[config.mk]
export PLATFORM = sky130hd
export DESIGN_NAME = spi_cmd_controller_flat
export DESIGN_NICKNAME = d
export VERILOG_FILES = /design/src/rtl/spi_cmd_if.sv /design/src/rtl/spi_cmd_controller.sv /design/src/flat_wrapper.sv
export SDC_FILE = /design/constraint.sdc
export NUM_CORES = 1
export LEC_CHECK = 0
export ABC_CLOCK_PERIOD_IN_PS = 2020
export CORE_MARGIN = 2
export CORE_UTILIZATION = 52
export DETAILED_ROUTE_END_ITERATION = 8
export GPL_TIMING_DRIVEN = 1
export PLACE_DENSITY = 0.86
export SLEW_MARGIN = 20
export SYNTH_ARGS = -nofsm -noshare
export SYNTH_HDL_FRONTEND = slang
export SYNTH_SLANG_ARGS = --single-unit
[constraint.sdc]
create_clock -name clk -period 2.02 [get_ports clk]
set_input_delay 0.404 -clock clk [delete_from_list [all_inputs] [get_ports clk]]
set_output_delay 0.404 -clock clk [all_outputs]
set_load 0.1 [all_outputs]
[src/rtl/spi_cmd_if.sv]
// Byte-stream input and register-write output bundle for the SPI command sequencer.
// The bench drives through master; the controller consumes through slave.
interface spi_cmd_if #(
  parameter int NUM_CH = 8
);
  logic              frame_active;
  logic              byte_valid;
  logic [7:0]        byte_data;
  logic              pulse_we;
  logic [3:0]        pulse_addr;
  logic [15:0]       pulse_data;
  logic              en_we;
  logic [NUM_CH-1:0] en_data;
  logic [7:0]        status;
  logic [7:0]        err_cnt;

  modport master (
    output frame_active, byte_valid, byte_data,
    input  pulse_we, pulse_addr, pulse_data, en_we, en_data, status, err_cnt
  );

  modport slave (
    input  frame_active, byte_valid, byte_data,
    output pulse_we, pulse_addr, pulse_data, en_we, en_data, status, err_cnt
  );
endinterface

[src/rtl/spi_cmd_controller.sv]
// Parses 4-byte CMD/D_HI/D_LO/CHK frames from the SPI byte stream and issues
// validated single-cycle writes to the servo pulse-width and enable registers.
module spi_cmd_controller #(
  parameter int          NUM_CH    = 8,
  parameter logic [15:0] MIN_PULSE = 16'd500,
  parameter logic [15:0] MAX_PULSE = 16'd2500
) (
  input logic     clk,
  input logic     rst_n,
  spi_cmd_if.slave bus
);

  typedef enum logic [2:0] {S_CMD, S_HI, S_LO, S_CHK, S_DRAIN} state_t;

  localparam logic [7:0] ST_OK    = 8'h01;
  localparam logic [7:0] ST_CSUM  = 8'h81;
  localparam logic [7:0] ST_OPC   = 8'h82;
  localparam logic [7:0] ST_CHAN  = 8'h83;
  localparam logic [7:0] ST_RANGE = 8'h84;
  localparam logic [7:0] ST_TRUNC = 8'h85;

  state_t            state_q, state_d;
  logic [7:0]        cmd_q, cmd_d, hi_q, hi_d, lo_q, lo_d;
  logic              pulse_we_q, pulse_we_d, en_we_q, en_we_d;
  logic [3:0]        pulse_addr_q, pulse_addr_d;
  logic [15:0]       pulse_data_q, pulse_data_d;
  logic [NUM_CH-1:0] en_data_q, en_data_d;
  logic [7:0]        status_q, status_d, err_cnt_q, err_cnt_d;
  logic [7:0]        code;
  logic [15:0]       frame_data;

  assign frame_data = {hi_q, lo_q};

  function automatic logic [7:0] sat_inc(input logic [7:0] v);
    return (v == 8'hFF) ? v : v + 8'd1;
  endfunction

  // Checks are ordered so the first failing one determines the code.
  function automatic logic [7:0] eval_frame(input logic [7:0] cmd, input logic [7:0] hi,
                                            input logic [7:0] lo, input logic [7:0] chk);
    logic [15:0] data;
    data = {hi, lo};
    if (chk != (cmd ^ hi ^ lo ^ 8'hA5))                      return ST_CSUM;
    if (cmd[7:4] != 4'h1 && cmd[7:4] != 4'h2 && cmd[7:4] != 4'h3) return ST_OPC;
    if (cmd[7:4] == 4'h1 && {1'b0, cmd[3:0]} >= 5'(NUM_CH))     return ST_CHAN;
    if (cmd[7:4] == 4'h1 && (data < MIN_PULSE || data > MAX_PULSE)) return ST_RANGE;
    return ST_OK;
  endfunction

  always_comb begin
    state_d      = state_q;
    cmd_d        = cmd_q;
    hi_d         = hi_q;
    lo_d         = lo_q;
    pulse_we_d   = 1'b0;
    en_we_d      = 1'b0;
    pulse_addr_d = pulse_addr_q;
    pulse_data_d = pulse_data_q;
    en_data_d    = en_data_q;
    status_d     = status_q;
    err_cnt_d    = err_cnt_q;
    code         = 8'h00;

    // Losing SSEL wins over any coincident byte: the byte is dropped.
    if (!bus.frame_active) begin
      state_d = S_CMD;
      if (state_q == S_HI || state_q == S_LO || state_q == S_CHK) begin
        status_d  = ST_TRUNC;
        err_cnt_d = sat_inc(err_cnt_q);
      end
    end else if (bus.byte_valid) begin
      case (state_q)
        S_CMD: begin cmd_d = bus.byte_data; state_d = S_HI;  end
        S_HI:  begin hi_d  = bus.byte_data; state_d = S_LO;  end
        S_LO:  begin lo_d  = bus.byte_data; state_d = S_CHK; end
        S_CHK: begin
          code     = eval_frame(cmd_q, hi_q, lo_q, bus.byte_data);
          status_d = code;
          state_d  = S_DRAIN;
          if (code != ST_OK) begin
            err_cnt_d = sat_inc(err_cnt_q);
          end else if (cmd_q[7:4] == 4'h1) begin
            pulse_we_d   = 1'b1;
            pulse_addr_d = cmd_q[3:0];
            pulse_data_d = frame_data;
          end else if (cmd_q[7:4] == 4'h2) begin
            en_we_d   = 1'b1;
            en_data_d = frame_data[NUM_CH-1:0];
          end
        end
        default: ;
      endcase
    end
  end

  always_ff @(posedge clk) begin
    if (!rst_n) begin
      state_q      <= S_CMD;
      cmd_q        <= 8'h00;
      hi_q         <= 8'h00;
      lo_q         <= 8'h00;
      pulse_we_q   <= 1'b0;
      en_we_q      <= 1'b0;
      pulse_addr_q <= 4'h0;
      pulse_data_q <= 16'h0000;
      en_data_q    <= '0;
      status_q     <= 8'h00;
      err_cnt_q    <= 8'h00;
    end else begin
      state_q      <= state_d;
      cmd_q        <= cmd_d;
      hi_q         <= hi_d;
      lo_q         <= lo_d;
      pulse_we_q   <= pulse_we_d;
      en_we_q      <= en_we_d;
      pulse_addr_q <= pulse_addr_d;
      pulse_data_q <= pulse_data_d;
      en_data_q    <= en_data_d;
      status_q     <= status_d;
      err_cnt_q    <= err_cnt_d;
    end
  end

  assign bus.pulse_we   = pulse_we_q;
  assign bus.pulse_addr = pulse_addr_q;
  assign bus.pulse_data = pulse_data_q;
  assign bus.en_we      = en_we_q;
  assign bus.en_data    = en_data_q;
  assign bus.status     = status_q;
  assign bus.err_cnt    = err_cnt_q;

endmodule

[src/flat_wrapper.sv]
// flat-port wrapper written by rule: the top's interface ports become plain ports
module spi_cmd_controller_flat 
#(
  parameter int          NUM_CH    = 8,
  parameter logic [15:0] MIN_PULSE = 16'd500,
  parameter logic [15:0] MAX_PULSE = 16'd2500
)
  (clk, rst_n, bus_frame_active, bus_byte_valid, bus_byte_data, bus_pulse_we, bus_pulse_addr, bus_pulse_data, bus_en_we, bus_en_data, bus_status, bus_err_cnt);
  spi_cmd_if #(.NUM_CH(NUM_CH)) bus_i ();
  input logic clk;
  input logic rst_n;
  input wire logic [$bits(bus_i.frame_active)-1:0] bus_frame_active;
  input wire logic [$bits(bus_i.byte_valid)-1:0] bus_byte_valid;
  input wire logic [$bits(bus_i.byte_data)-1:0] bus_byte_data;
  output wire logic [$bits(bus_i.pulse_we)-1:0] bus_pulse_we;
  output wire logic [$bits(bus_i.pulse_addr)-1:0] bus_pulse_addr;
  output wire logic [$bits(bus_i.pulse_data)-1:0] bus_pulse_data;
  output wire logic [$bits(bus_i.en_we)-1:0] bus_en_we;
  output wire logic [$bits(bus_i.en_data)-1:0] bus_en_data;
  output wire logic [$bits(bus_i.status)-1:0] bus_status;
  output wire logic [$bits(bus_i.err_cnt)-1:0] bus_err_cnt;
  assign bus_i.frame_active = bus_frame_active;
  assign bus_i.byte_valid = bus_byte_valid;
  assign bus_i.byte_data = bus_byte_data;
  assign bus_pulse_we = bus_i.pulse_we;
  assign bus_pulse_addr = bus_i.pulse_addr;
  assign bus_pulse_data = bus_i.pulse_data;
  assign bus_en_we = bus_i.en_we;
  assign bus_en_data = bus_i.en_data;
  assign bus_status = bus_i.status;
  assign bus_err_cnt = bus_i.err_cnt;
  spi_cmd_controller #(.NUM_CH(NUM_CH), .MIN_PULSE(MIN_PULSE), .MAX_PULSE(MAX_PULSE)) u_core (.clk(clk), .rst_n(rst_n), .bus(bus_i));
endmodule
==> flow_summary.toml <==
[cells_and_area]
syn_to_final_growth_pct = 30.5
final_cell_count_no_fill = 493
nFillCells = 433
diodes = 0
drive_gt1_frac = 0.294
seq_area_um2 = 1400
multi_input_area_um2 = 1690
nets = 426

[worst_hold_path]
min_to = "u_core.lo_q[6]"
worstHoldStart = "bus_byte_data[6]"
min_path_type = "input pin to flop"
hold_path_depth = 3

[setup_path]
required_ps = 2250
startpoint_type = "flop"
critPathKind = "flop to flop"
end_kind = "flop"
reg2reg_depth = 7
arrival_ps = 2240
r2r_start = "u_core.lo_q[0]"
r2r_slack_ps = 10
cp_max_fo = 7
r2r-end = "u_core.bus.err_cnt[2]"

[placement]
dp_cells = 475
hpwl_um = 5260
gp_congestion = 0.883
io_buffer_count = 53

[clock_tree]
clk_path_buf_depth = 2
cts-htree-levels = 3
cts_sinks = 69
cts_tree = "built"
cts_root_buffer = "clkbuf_8"
hold_buffers = 0
clk_pin_slew_ps = 70
clkLatencyLatePin_ps = 350
cts_buffers = 9

[synth]
avgSynthCellArea_um2 = 9.36
synth.distinct_cells = 50
ys_ff_latch = 69
synthArstFlopShare = 0
synth_cells = 337
synthFlopType = "dfxtp_1"
ys_seq_area_frac = 0.438
syn_area_um2 = 3150
synth-edff-count = 0
yosysWarnings = 0

[die]
std_cell_rows = 28
die_x_um = 81.9
core_area_um2 = 5890
pin_count = 58
die-area_um2 = 6710
start_util = 0.536
fp.dieH_um = 81.9

[routing]
vias_per_cell = 5.65
vias = 2786
wl_per_cell_um = 16.2
antenna_left = 0
met2WireLength_um = 3960
drt_pass1_iterations = 4
wl_um = 7960
highest_layer = "met4"
dr.first_iter.drc_count = 172
drc_errors = 0
wl_met3_um = 475
wl_met1_um = 3350

[power_and_ir_drop]
p_seq_frac = 0.473
power_w = 0.00296
peakVddDrop_mv = 0.438
switching_share = 0.241
leakage_nw = 1.85
pwr_density_cell_nw_per_um2 = 718
p_comb_frac = 0.095
power.switching_w = 0.000713
intPower_w = 0.00224
p_clk_frac = 0.432

[global_route]
grt_pass1_vias = 2655
grt_pass1_wl_um = 12300
grt_max_degree = 40
antenna_found_initial = 0
grt_usage = 0.244
overflow = 0

[sta]
timing.fmax_mhz = 498
slew_viol_final = 0
period_share = 0.995
hold_violations = 0
layout_min_cycle_time_ps = 2010
clock_skew_ps = 3.41
setup_violations = 0

[run]
max_cap_violations = 0

[run_status]
status = "finished, final reports clean"
==> worst max-delay path by stage <==
| stage | startpoint | end | slack [ps] | depth (start not counted) |
|---|---|---|---|---|
| floorplan | u_core.bus.err_cnt[6] | u_core.bus.err_cnt[6] | 90 | 6 |
| global placement | bus_byte_data[2] | u_core.bus.en_data[1] | -330 | 8 |
| detailed placement | bus_byte_data[1] | u_core.bus.err_cnt[6] | -370 | 8 |
| CTS | bus_byte_data[5] | u_core.bus.err_cnt[6] | 1 | 8 |
| global route | u_core.cmd_q[4] | u_core.bus.err_cnt[4] | -70 | 8 |
| finish | u_core.lo_q[0] | u_core.bus.err_cnt[2] | 10 | 7 |
==> cells in the mapped netlist (2+ instances only) <==
| master | number | area, um2 |
|---|---|---|
| nand2_1 | 35 | 131 |
| dfxtp_1 | 69 | 1380 |
| and2_1 | 3 | 18.8 |
| o21ai_0 | 15 | 75.1 |
| inv_1 | 4 | 15.0 |
| nand2b_1 | 3 | 18.8 |
| and3_1 | 6 | 37.5 |
| clkbuf_1 | 7 | 26.3 |
| o211ai_1 | 2 | 15.0 |
| mux2i_1 | 42 | 420 |
| nor3_1 | 2 | 10.0 |
| o31ai_1 | 3 | 22.5 |
| nor2_1 | 36 | 135 |
| or4_1 | 5 | 37.5 |
| xor2_1 | 6 | 52.6 |
| nand4_1 | 2 | 12.5 |
| clkbuf_8 | 2 | 27.5 |
| buf_2 | 4 | 20.0 |
| nand3_1 | 16 | 80.1 |
| or3_1 | 3 | 18.8 |
| buf_6 | 2 | 22.5 |
| xnor2_1 | 19 | 166 |
| a21oi_1 | 18 | 90.1 |
| and4_1 | 3 | 26.3 |
| buf_4 | 5 | 37.5 |
==> timing repair <==
action                                  in CTS  in global routing
resized for setup                            3                 26
endpoints found under the setup margin       8                 30
buffers inserted                             0                  1
pin swaps                                    1                 13
gates cloned                                 0                  1
==> metal layers <==
metal  vias to the layer above  track usage
li1                       1320            -
met1                      1349        0.288
met2                       100        0.406
met3                        17       0.0549
met4                         0        0.137
met5                         -            0
==> area by class of cell <==
class,count,share of cell area
tap,75,0.0228
sequential,69,0.340
multi-input combinational,245,0.410
timing repair buffer,84,0.169
clock buffer,12,0.0377
clock inverter,4,0.0170
inverter,4,0.00365
==> power groups by stage <==
stage,combinational [W],clock (W),sequential (W)
final,0.000282,0.00128,0.00140
after global routing,0.000300,0.00135,0.00140
after CTS,0.000269,0.00129,0.00139
after detailed placement,0.000265,0,0.00142
after global placement,0.000260,0,0.00142
after floorplan,0.000163,0,0.00145
==> critical path: stages, from the launching register on <==
cell and delay [ps]:
dfxtp_1 420, xnor2_1 130, xnor2_1 310, nand4_1 240
a2111oi_4 400, buf_4 220, nor3b_2 60, mux2i_1 120
==> stage by stage <==
| step | area (um2) | setup TNS, ps | worst slack [ps] | utilization | hold slack (ps) |
|---|---|---|---|---|---|
| floorplan | 3170 | 0 | 88.2 | - | 474 |
| global placement | 3780 | -10670 | -328 | 0.642 | 447 |
| detailed placement | 3780 | -11500 | -372 | 0.642 | 457 |
| CTS | 4020 | 0 | 1.41 | 0.682 | 467 |
| global route | 4120 | -359 | -71.5 | 0.699 | 434 |
| finish | 4120 | 0 | 10.8 | 0.699 | 414 |
==> flip-flops by register name (all words and copies together) (netlist names) <==
| register | cells |
|---|---|
| u_core.bus.pulse_data | 16 |
| u_core.bus.en_data | 8 |
| u_core.bus.err_cnt | 8 |
| u_core.cmd_q | 8 |
| u_core.hi_q | 8 |
| u_core.lo_q | 8 |
| u_core.bus.pulse_addr | 4 |
| u_core.bus.status | 4 |
| u_core.state_q | 3 |
| u_core.bus.en_we | 1 |
| u_core.bus.pulse_we | 1 |
==> placed cells by master (no fill, tap or decap), types with 3 or more instances in the layout <==
| cell type | count |
|---|---|
| buf_4 | 70 |
| dfxtp_1 | 56 |
| mux2i_1 | 42 |
| nor2_1 | 35 |
| nand2_1 | 34 |
| a21oi_1 | 17 |
| xnor2_1 | 16 |
| nand3_1 | 15 |
| o21ai_0 | 15 |
| dfxtp_2 | 13 |
| clkbuf_8 | 11 |
| dlymetal6s2s_1 | 7 |
| and3_1 | 6 |
| xor2_1 | 5 |
| inv_1 | 4 |
| or4_1 | 4 |
| conb_1 | 4 |
| clkdlybuf4s50_1 | 4 |
| nand2b_1 | 3 |
| xnor2_2 | 3 |
| and4_1 | 3 |
| or3_1 | 3 |
| o31ai_1 | 3 |
==> kinds of logic after synthesis <==
| group | count (synthesis) | share of synthesized area |
|---|---|---|
| other | 1 | 0.00119 |
| XOR/XNOR | 25 | 0.0694 |
| flip-flops | 69 | 0.438 |
| buffers and inverters | 26 | 0.0512 |
| adder cells (fa/ha/maj) | 1 | 0.00397 |
| multiplexers | 42 | 0.133 |
| AO/OA/AOI/OAI | 49 | 0.101 |
| AND/OR/NAND/NOR | 124 | 0.202 |
(Power assumes the default switching activity.)
